<file path="config.mk">
export PLATFORM = sky130hd
export DESIGN_NAME = rom_burst_reader
export DESIGN_NICKNAME = d
export VERILOG_FILES = /design/src/rtl/rom_burst_reader_pkg.sv /design/src/rtl/rom_burst_addr_gen.sv /design/src/rtl/rom_burst_reader.sv
export SDC_FILE = /design/constraint.sdc
export NUM_CORES = 1
export LEC_CHECK = 0
export CAP_MARGIN = 20
export CORE_UTILIZATION = 48
export CTS_BUF_LIST = sky130_fd_sc_hd__clkbuf_4 sky130_fd_sc_hd__clkbuf_8 sky130_fd_sc_hd__clkbuf_16
export DETAILED_ROUTE_END_ITERATION = 7
export HOLD_SLACK_MARGIN = 0.1
export PLACE_DENSITY = 0.84
export SLEW_MARGIN = 25
export SYNTH_ARGS = -nofsm -noshare
export SYNTH_HDL_FRONTEND = slang
export SYNTH_SLANG_ARGS = --single-unit
</file>
<file path="constraint.sdc">
create_clock -name clk -period 4.7 [get_ports clk]
set_input_delay 1.175 -clock clk [delete_from_list [all_inputs] [get_ports clk]]
set_output_delay 1.175 -clock clk [all_outputs]
set_load 0.005 [all_outputs]
</file>
<file path="src/rtl/rom_burst_reader_pkg.sv">
`default_nettype none
// =============================================================================
// rom_burst_reader_pkg : shared state encoding and default sizing for the reader
// Rev 1.0
// =============================================================================
package rom_burst_reader_pkg;

  localparam int unsigned C_ADDR_W = 5;
  localparam int unsigned C_DATA_W = 8;
  localparam int unsigned C_DEPTH  = 24;

  typedef enum logic [1:0] {
    S_IDLE  = 2'd0,
    S_READ  = 2'd1,
    S_DRAIN = 2'd2,
    S_FIN   = 2'd3
  } state_t;

endpackage
`default_nettype wire

</file>
<file path="src/rtl/rom_burst_addr_gen.sv">
`default_nettype none
// =============================================================================
// rom_burst_addr_gen : loadable address incrementer with remaining-word counter
// Rev 1.0
// =============================================================================
module rom_burst_addr_gen #(
  parameter int ADDR_W = 5
) (
  input  logic              clk,
  input  logic              rst,
  input  logic              load_i,
  input  logic              en_i,
  input  logic [ADDR_W-1:0] base_i,
  input  logic [ADDR_W-1:0] count_i,
  output logic [ADDR_W-1:0] addr_o,
  output logic              last_o
);

  logic [ADDR_W-1:0] addr_q;
  logic [ADDR_W-1:0] rem_q;

  always_ff @(posedge clk) begin
    if (rst) begin
      addr_q <= '0;
      rem_q  <= '0;
    end else if (load_i) begin
      addr_q <= base_i;
      rem_q  <= count_i;
    end else if (en_i) begin
      addr_q <= addr_q + 1'b1;
      rem_q  <= rem_q - 1'b1;
    end
  end

  assign addr_o = addr_q;
  // The word being captured now is the final one of the burst.
  assign last_o = (rem_q == ADDR_W'(1));

endmodule
`default_nettype wire

</file>
<file path="src/rtl/rom_burst_reader.sv">
`default_nettype none
// =============================================================================
// rom_burst_reader : burst read sequencer for the ROM with registered stream out
// Optional burst checksum enabled by defining ROM_BURST_CHKSUM_EN.  Rev 1.0
// =============================================================================
module rom_burst_reader
  import rom_burst_reader_pkg::*;
#(
  parameter int ADDR_W = C_ADDR_W,
  parameter int DATA_W = C_DATA_W,
  parameter int DEPTH  = C_DEPTH
) (
  input  logic              clk,
  input  logic              rst,
  input  logic              start,
  input  logic [ADDR_W-1:0] base_addr,
  input  logic [ADDR_W-1:0] count,
  output logic              rom_cs,
  output logic              rom_rd_en,
  output logic [ADDR_W-1:0] rom_addr,
  input  logic [DATA_W-1:0] rom_data,
  output logic [DATA_W-1:0] out_data,
  output logic              out_valid,
  input  logic              out_ready,
  output logic              busy,
  output logic              done,
  output logic              err,
  output logic [DATA_W-1:0] chksum
);

  state_t            state_q, state_d;
  logic              accept_d, reject_d, capture_d;
  logic [DATA_W-1:0] out_data_q;
  logic              out_valid_q;
  logic              err_q;
  logic [ADDR_W-1:0] addr_w;
  logic              last_w;
  logic [ADDR_W:0]   end_w;
  logic              range_err_w;

  // One extra bit so base+count can never wrap past the ROM end.
  assign end_w       = {1'b0, base_addr} + {1'b0, count};
  assign range_err_w = (end_w > (ADDR_W+1)'(DEPTH));

  rom_burst_addr_gen #(
    .ADDR_W (ADDR_W)
  ) u_addr_gen (
    .clk     (clk),
    .rst     (rst),
    .load_i  (accept_d),
    .en_i    (capture_d),
    .base_i  (base_addr),
    .count_i (count),
    .addr_o  (addr_w),
    .last_o  (last_w)
  );

  always_ff @(posedge clk) begin
    if (rst) begin
      state_q <= S_IDLE;
    end else begin
      state_q <= state_d;
    end
  end

  always_comb begin
    state_d   = state_q;
    accept_d  = 1'b0;
    reject_d  = 1'b0;
    capture_d = 1'b0;
    case (state_q)
      S_IDLE: begin
        if (start) begin
          if (range_err_w) begin
            reject_d = 1'b1;
          end else begin
            accept_d = 1'b1;
            state_d  = (count == '0) ? S_FIN : S_READ;
          end
        end
      end
      S_READ: begin
        if (!out_valid_q || out_ready) begin
          capture_d = 1'b1;
          if (last_w) state_d = S_DRAIN;
        end
      end
      S_DRAIN: begin
        if (out_valid_q && out_ready) state_d = S_FIN;
      end
      S_FIN:   state_d = S_IDLE;
      default: state_d = S_IDLE;
    endcase
  end

  always_ff @(posedge clk) begin
    if (rst) begin
      out_data_q  <= '0;
      out_valid_q <= 1'b0;
      err_q       <= 1'b0;
    end else begin
      err_q <= reject_d;
      if (capture_d) begin
        out_data_q  <= rom_data;
        out_valid_q <= 1'b1;
      end else if ((state_q == S_DRAIN) && out_valid_q && out_ready) begin
        out_valid_q <= 1'b0;
      end
    end
  end

`ifdef ROM_BURST_CHKSUM_EN
  logic [DATA_W-1:0] chksum_q;

  always_ff @(posedge clk) begin
    if (rst) begin
      chksum_q <= '0;
    end else if (accept_d) begin
      chksum_q <= '0;
    end else if (capture_d) begin
      chksum_q <= chksum_q + rom_data;
    end
  end

  assign chksum = chksum_q;
`else
  assign chksum = '0;
`endif

  assign rom_cs    = (state_q == S_READ);
  assign rom_rd_en = (state_q == S_READ);
  assign rom_addr  = rom_cs ? addr_w : '0;
  assign out_data  = out_data_q;
  assign out_valid = out_valid_q;
  assign busy      = (state_q != S_IDLE);
  assign done      = (state_q == S_FIN);
  assign err       = err_q;

endmodule
`default_nettype wire

</file>
# [After elaboration in Yosys (flattened, before gate mapping)]
# Index checks and enable logic that the tools add are counted.
[op_classes] n_addsub=3 bitwise=2 eq_ne=9 order_cmp=1 reduce_logical=12 muxes=20
[op_table] operator="two-way mux 5 bit" count=5
[op_table] operator="two-way mux 2 bit" count=6
[op_table] operator="two-way mux 1 bit" count=8
[op_table] operator="case mux 2 bit (4 select lines)" count=1
[op_table] operator="adder 5 x 5 -> 6 bit" count=1
[op_table] operator="> comparator 6 x 5 -> 1 bit, second input constant" count=1
[op_table] operator="!= test 2 bit, second input constant" count=3
[op_table] operator="nonzero test 2 bit" count=3
[op_table] operator="adder 5 x 1 -> 5 bit, second input constant" count=1
[op_table] operator="== test 5 x 1 -> 1 bit, second input constant" count=1
[op_table] operator="logical NOT 5 bit" count=1
[op_table] operator="AND reduction 5 bit" count=1
[op_table] operator="subtractor 5 x 1 -> 5 bit, second input constant" count=1
[op_table] operator="== test 2 bit, second input constant" count=2
[op_table] operator="!= test 2 x 1 -> 1 bit, second input constant" count=2
[op_table] operator="logical AND 1 bit" count=3
[op_table] operator="OR reduction 3 bit" count=1
[op_table] operator="== test 2 x 1 -> 1 bit, second input constant" count=1
[op_table] operator="logical NOT 2 bit" count=1
[op_table] operator="NOT 1 bit" count=2
[op_table] operator="logical NOT 1 bit" count=1
[op_table] operator="logical OR 1 bit" count=1
[totals] reg_bits=22 inputBits=22 out_inout_bits=27

# [Longest topological paths before layout]
[logic_depth] depth_word=6 mapped_depth=9 depth_no_buf=8

# [Modules after synthesis]
# From an unflattened synthesis, not the netlist that was laid out.
[hier_totals] cells_unflattened=166 area_unflattened_um2=1445.1
[by_module_without_submodules] mod="rom_burst_reader" instances=1 cells_each=103 area_per_inst_um2=864.6 seq_area_each_um2=240.2
[by_module_without_submodules] mod="rom_burst_addr_gen" instances=1 cells_each=63 area_per_inst_um2=580.6 seq_area_each_um2=200.2

# [Least setup slack after synthesis]
# No wires, ideal clock.
[synth_timing] path_type="in2reg" startpoint="input port base_addr[0]" endpoint="register state_q[1]" path_stages=8 setup_time_ns=0.087 slack_ns=1.515 arrival_time_ns=3.098 path_cell_list="ha_1 fa_1 xnor2_1 a221oi_1 a221oi_2 a41oi_1 or4_1 o31ai_1"
[synth_between] elab_chain_cells=4
[synth_lines] element="start, declared" line="rom_burst_reader.sv:16" rtl="input logic [ADDR_W-1:0] base_addr,"
[synth_lines] element="adder 5 x 5 -> 6 bit" line="rom_burst_reader.sv:42" rtl="assign end_w = {1'b0, base_addr} + {1'b0, count};"
[synth_lines] element="> comparator 6 x 5 -> 1 bit" line="rom_burst_reader.sv:43" rtl="assign range_err_w = (end_w > (ADDR_W+1)'(DEPTH));"
[synth_lines] element="!= test 2 bit (no source line)"
[synth_lines] element="AND reduction 5 bit (no source line)"
[synth_lines] element="end signal, assigned" line="rom_burst_reader.sv:62" rtl="state_q <= state_d;"
[synth_lines] element="end, declared" line="rom_burst_reader.sv:31" rtl="state_t state_q, state_d;"
# Every way passes these cells.
# A chain may end at the register's enable or synchronous reset.

# [Worst setup path after layout]
[layout_timing] startpoint="input port count[0]" endpoint="register u_addr_gen.addr_q[3], in the netlist u_addr_gen.addr_o[3]"
[layout_between] elab_chain_cells=6 elab_cells_between_ends=7 cone_classes="add/sub (1); order compare (1); mux (4); reduce/logical (1)"
[layout_lines] element="start, declared" line="rom_burst_reader.sv:17" rtl="input logic [ADDR_W-1:0] count,"
[layout_lines] element="adder 5 x 5 -> 6 bit (*)" line="rom_burst_reader.sv:42"
[layout_lines] element="> comparator 6 x 5 -> 1 bit (*)" line="rom_burst_reader.sv:43"
[layout_lines] element="two-way mux 1 bit (*)" line="rom_burst_reader.sv:74" rtl="if (range_err_w) begin"
[layout_lines] element="two-way mux 1 bit (*)" line="rom_burst_reader.sv:73" rtl="if (start) begin"
[layout_lines] element="two-way mux 1 bit (*)" line="rom_burst_reader.sv:71" rtl="case (state_q)"
[layout_lines] element="two-way mux 5 bit / nonzero test 2 bit (equally long branches)"
[layout_lines] element="end signal, assigned" line="rom_burst_addr_gen.sv:27" rtl="addr_q <= base_i;"
[layout_lines] element="end signal, assigned" line="rom_burst_addr_gen.sv:30" rtl="addr_q <= addr_q + 1'b1;"
[layout_lines] element="end, declared" line="rom_burst_addr_gen.sv:19" rtl="logic [ADDR_W-1:0] addr_q;"
# Every way passes the cells marked *; elsewhere a longest branch is shown, timed or not.

==> impl_metrics.toml <==
[setup_path]
arrival_ns = 3.92
path_max_fanout = 10
rrSetupSlack_ns = 2.58
cp-end-kind = "register"
reg2reg_depth = 7
path_buf_inv = 1
r2r_end = "u_addr_gen.rem_q[3]$_SDFFE_PP0P_"
r2r_start = "state_q[1]$_SDFFE_PP0P_"
cp-start-kind = "primary input"
crit_required_ns = 4.87
slowest_stage = "clkdlybuf4s50_1"
cp_common_cell = "nor3_1"
slowest_delay_ns = 0.46
path_delay_family = "simple AND/OR/NAND/NOR gates"
critical_path_class = "primary input to register"
crit_chain = "clkdlybuf4s50_1 -> ha_1 -> fa_1 -> xnor2_1 -> a221oi_1 -> a221oi_2 -> nand3_1 -> nor3_1 -> nor3_1"

[clocking]
hold_buffers = 0
cts_resized = 0
clkSinkCount = 22
clk_latency_ns = 0.30
cts-htree-levels = 1
cts_setup_buffers = 0
max-clock-path-buffers = 2
clk_pin_slew_worst_paths_ns = 0.13
cts_made_buffers = 3
cts-root-buf = "clkbuf_4"
cts_tree = "built"

[route]
drc = 0
vias_per_cell = 5.78
first_pass_iters = 5
wl_per_cell_um = 14.3
drt_iter0_drc = 53
antenna_left = 0
finalWirelength_mm = 3.45
num_vias = 1398

[floorplanning]
num_rows = 19
initial_core_util_pct = 50.7
die_w_um = 56.2
die-area_um2 = 3160
core_um2 = 2780
fp.dieH_um = 56.2
ios = 49

[placed_design]
portBuffers = 40
place.gp.congestion = 0.828
place_hpwl_mm = 2.59
post_dp_cell_area_um2 = 1770
place_ws_ns = 0.764

[worst_hold_path]
hold_end = "out_data[7]$_SDFFE_PP0P_"
whs_path_depth = 2
holdCritStartpoint = "out_data[7]$_SDFFE_PP0P_"
hold_class = "register to register"

[synth]
syn_inst = 178
ys_ff_latch = 22
syn_area_um2 = 1410
yosysSeqAreaShare_pct = 31.2
synthTopCellsByCount = "26 x nand2_1, 22 x dfxtp_1, 21 x nor3_1"
ys_types = 34
ys_warn_count = 0
synth_area_leaders = "dfxtp_1 31%, ha_1 12%, nor3_1 7.4%"
synth_top_area_cell = "dfxtp_1"
synth_top_area_share_pct = 31.2
synthFlopType = "dfxtp_1"
synth_edf_count = 0
async_flop_share_pct = 0
yosysMostFrequentCell = "nand2_1"
avgSynthCellArea_um2 = 7.93

[cells_and_area]
num-nets-final = 248
multiInputGateArea_um2 = 876
regArea_um2 = 440
fill_cells = 226
final_design_area_no_fill_um2 = 1830
drive_above_1_share_pct = 2.37
diodes = 0
utilization_pct = 65.7
syn2layout_area_growth_pct = 29.4

[sta]
layout_setup_ws_ns = 0.956
tightest_slew_ns = 0.850
fin_skew_ns = 0.000856
worst_hold_slack_ns = 0.464
max_slew_margin_pct = 43.2
setup_viol_count_final = 0
period_share_pct = 79.7
rsz0062_at_grt = "false"
hold_viol_final = 0
drv_slew = 0
fmax_ghz = 0.267
setup_tns_ns = 0
finalCriticalPeriod_ns = 3.74

[power_and_ir_drop]
vdd_drop_max_uv = 334
switching_share_pct = 38.4
pwr_density_cell_nw_per_um2 = 497
p_int_uw = 560
switchingPower_uw = 349
clkPwrFrac_pct = 16.0
comb_power_share_pct = 51.7
power.leakage_uw = 0.000702
pwr-share-seq_pct = 32.3

[global_routing]
grt_pass1_wl_mm = 5.65
antenna_found_initial = 0
grt.overflow.total = 0
grt_pass1_vias = 1278
grt.total_usage_pct = 22.4
grt_max_degree = 24

[job]
drv_cap = 0

[status]
status = "completed"
## how the worst max path moves through the flow
| stage | startpoint | to | cells after the start |
|---|---|---|---|
| after global placement | count[0] | u_addr_gen.addr_o[3]$_SDFFE_PP0P_ | 9 |
| after floorplan | base_addr[0] | state_q[1]$_SDFFE_PP0P_ | 8 |
| final | count[0] | u_addr_gen.addr_o[3]$_SDFFE_PP0P_ | 9 |
| after CTS | count[0] | u_addr_gen.addr_o[3]$_SDFFE_PP0P_ | 9 |
| after global routing | count[0] | u_addr_gen.addr_o[1]$_SDFFE_PP0P_ | 9 |
| after detailed placement | count[0] | u_addr_gen.addr_o[3]$_SDFFE_PP0P_ | 9 |
## kinds of logic after synthesis
kind of cell    Yosys count  synth area share, %
compound gates           33                 15.1
xor+xnor                  9                 5.59
fa+ha+maj                14                 12.9
buf+inv                  23                 8.60
flops                    22                 31.2
other cells               1                0.266
simple gates             76                 26.3
## per-layer routing
layer / vias up / global-route usage, % / wire (µm) / share of wire (%)
met5: - / 0 / 0 / 0
met1: 662 / 28.7 / 1440 / 42
met4: 0 / 6.97 / 60 / 1.7
li1: 671 / - / - / -
met3: 9 / 2.56 / 220 / 6.4
met2: 56 / 39.1 / 1730 / 50
## tightest hold or removal path, cell delays in order, from the launching register on
cell,delay [ns]
dfxtp_1,0.33
nand2_1,0.05
a21oi_1,0.05
## sequential cells by signal, indices dropped and copies added, names as in the netlist
signal	count
u_addr_gen.rem_q	5
out_valid	1
out_data	8
u_addr_gen.addr_o	5
state_q	2
err	1
## through the flow
step	power, µW	cells
after floorplan	609	185
after global placement	742	238
after detailed placement	762	238
after CTS	910	242
after global routing	977	242
final	909	242
## cell usage in the layout, fill, tap and decap left out, types with 2 or more instances in the layout
cell | synthesis | final
clkdlybuf4s50_1 | 0 | 40
nand2_1 | 26 | 26
dfxtp_1 | 22 | 22
nor3_1 | 21 | 21
a21oi_1 | 20 | 20
ha_1 | 13 | 13
xnor2_1 | 9 | 9
conb_1 | 1 | 8
and2_1 | 7 | 7
nor2_1 | 6 | 6
inv_1 | 5 | 5
nand3_1 | 4 | 4
clkbuf_4 | 0 | 3
nand4b_1 | 2 | 2
nor2b_1 | 2 | 2
a221oi_1 | 2 | 2
or4_1 | 2 | 2
and3_1 | 2 | 2
nand4_1 | 2 | 2
## power by group through the flow
stage | Clock, µW | Sequential [µW] | Combinational [µW]
2_1_floorplan | 0 | 289 | 320
3_3_place_gp | 0 | 292 | 449
3_5_place_dp | 0 | 298 | 464
4_1_cts | 148 | 293 | 469
5_1_grt | 153 | 303 | 521
6_report | 145 | 293 | 470
## area by class of cell
| cell class | instances | area share, % |
|---|---|---|
| multi-input combinational | 140 | 47.9 |
| inverter | 5 | 1.03 |
| clock inverter | 1 | 1.64 |
| sequential | 22 | 24.1 |
| clock buffer | 3 | 1.23 |
| tap | 31 | 2.12 |
| timing repair buffer | 40 | 21.9 |
No activity file was read; power rests on OpenSTA's default activity.
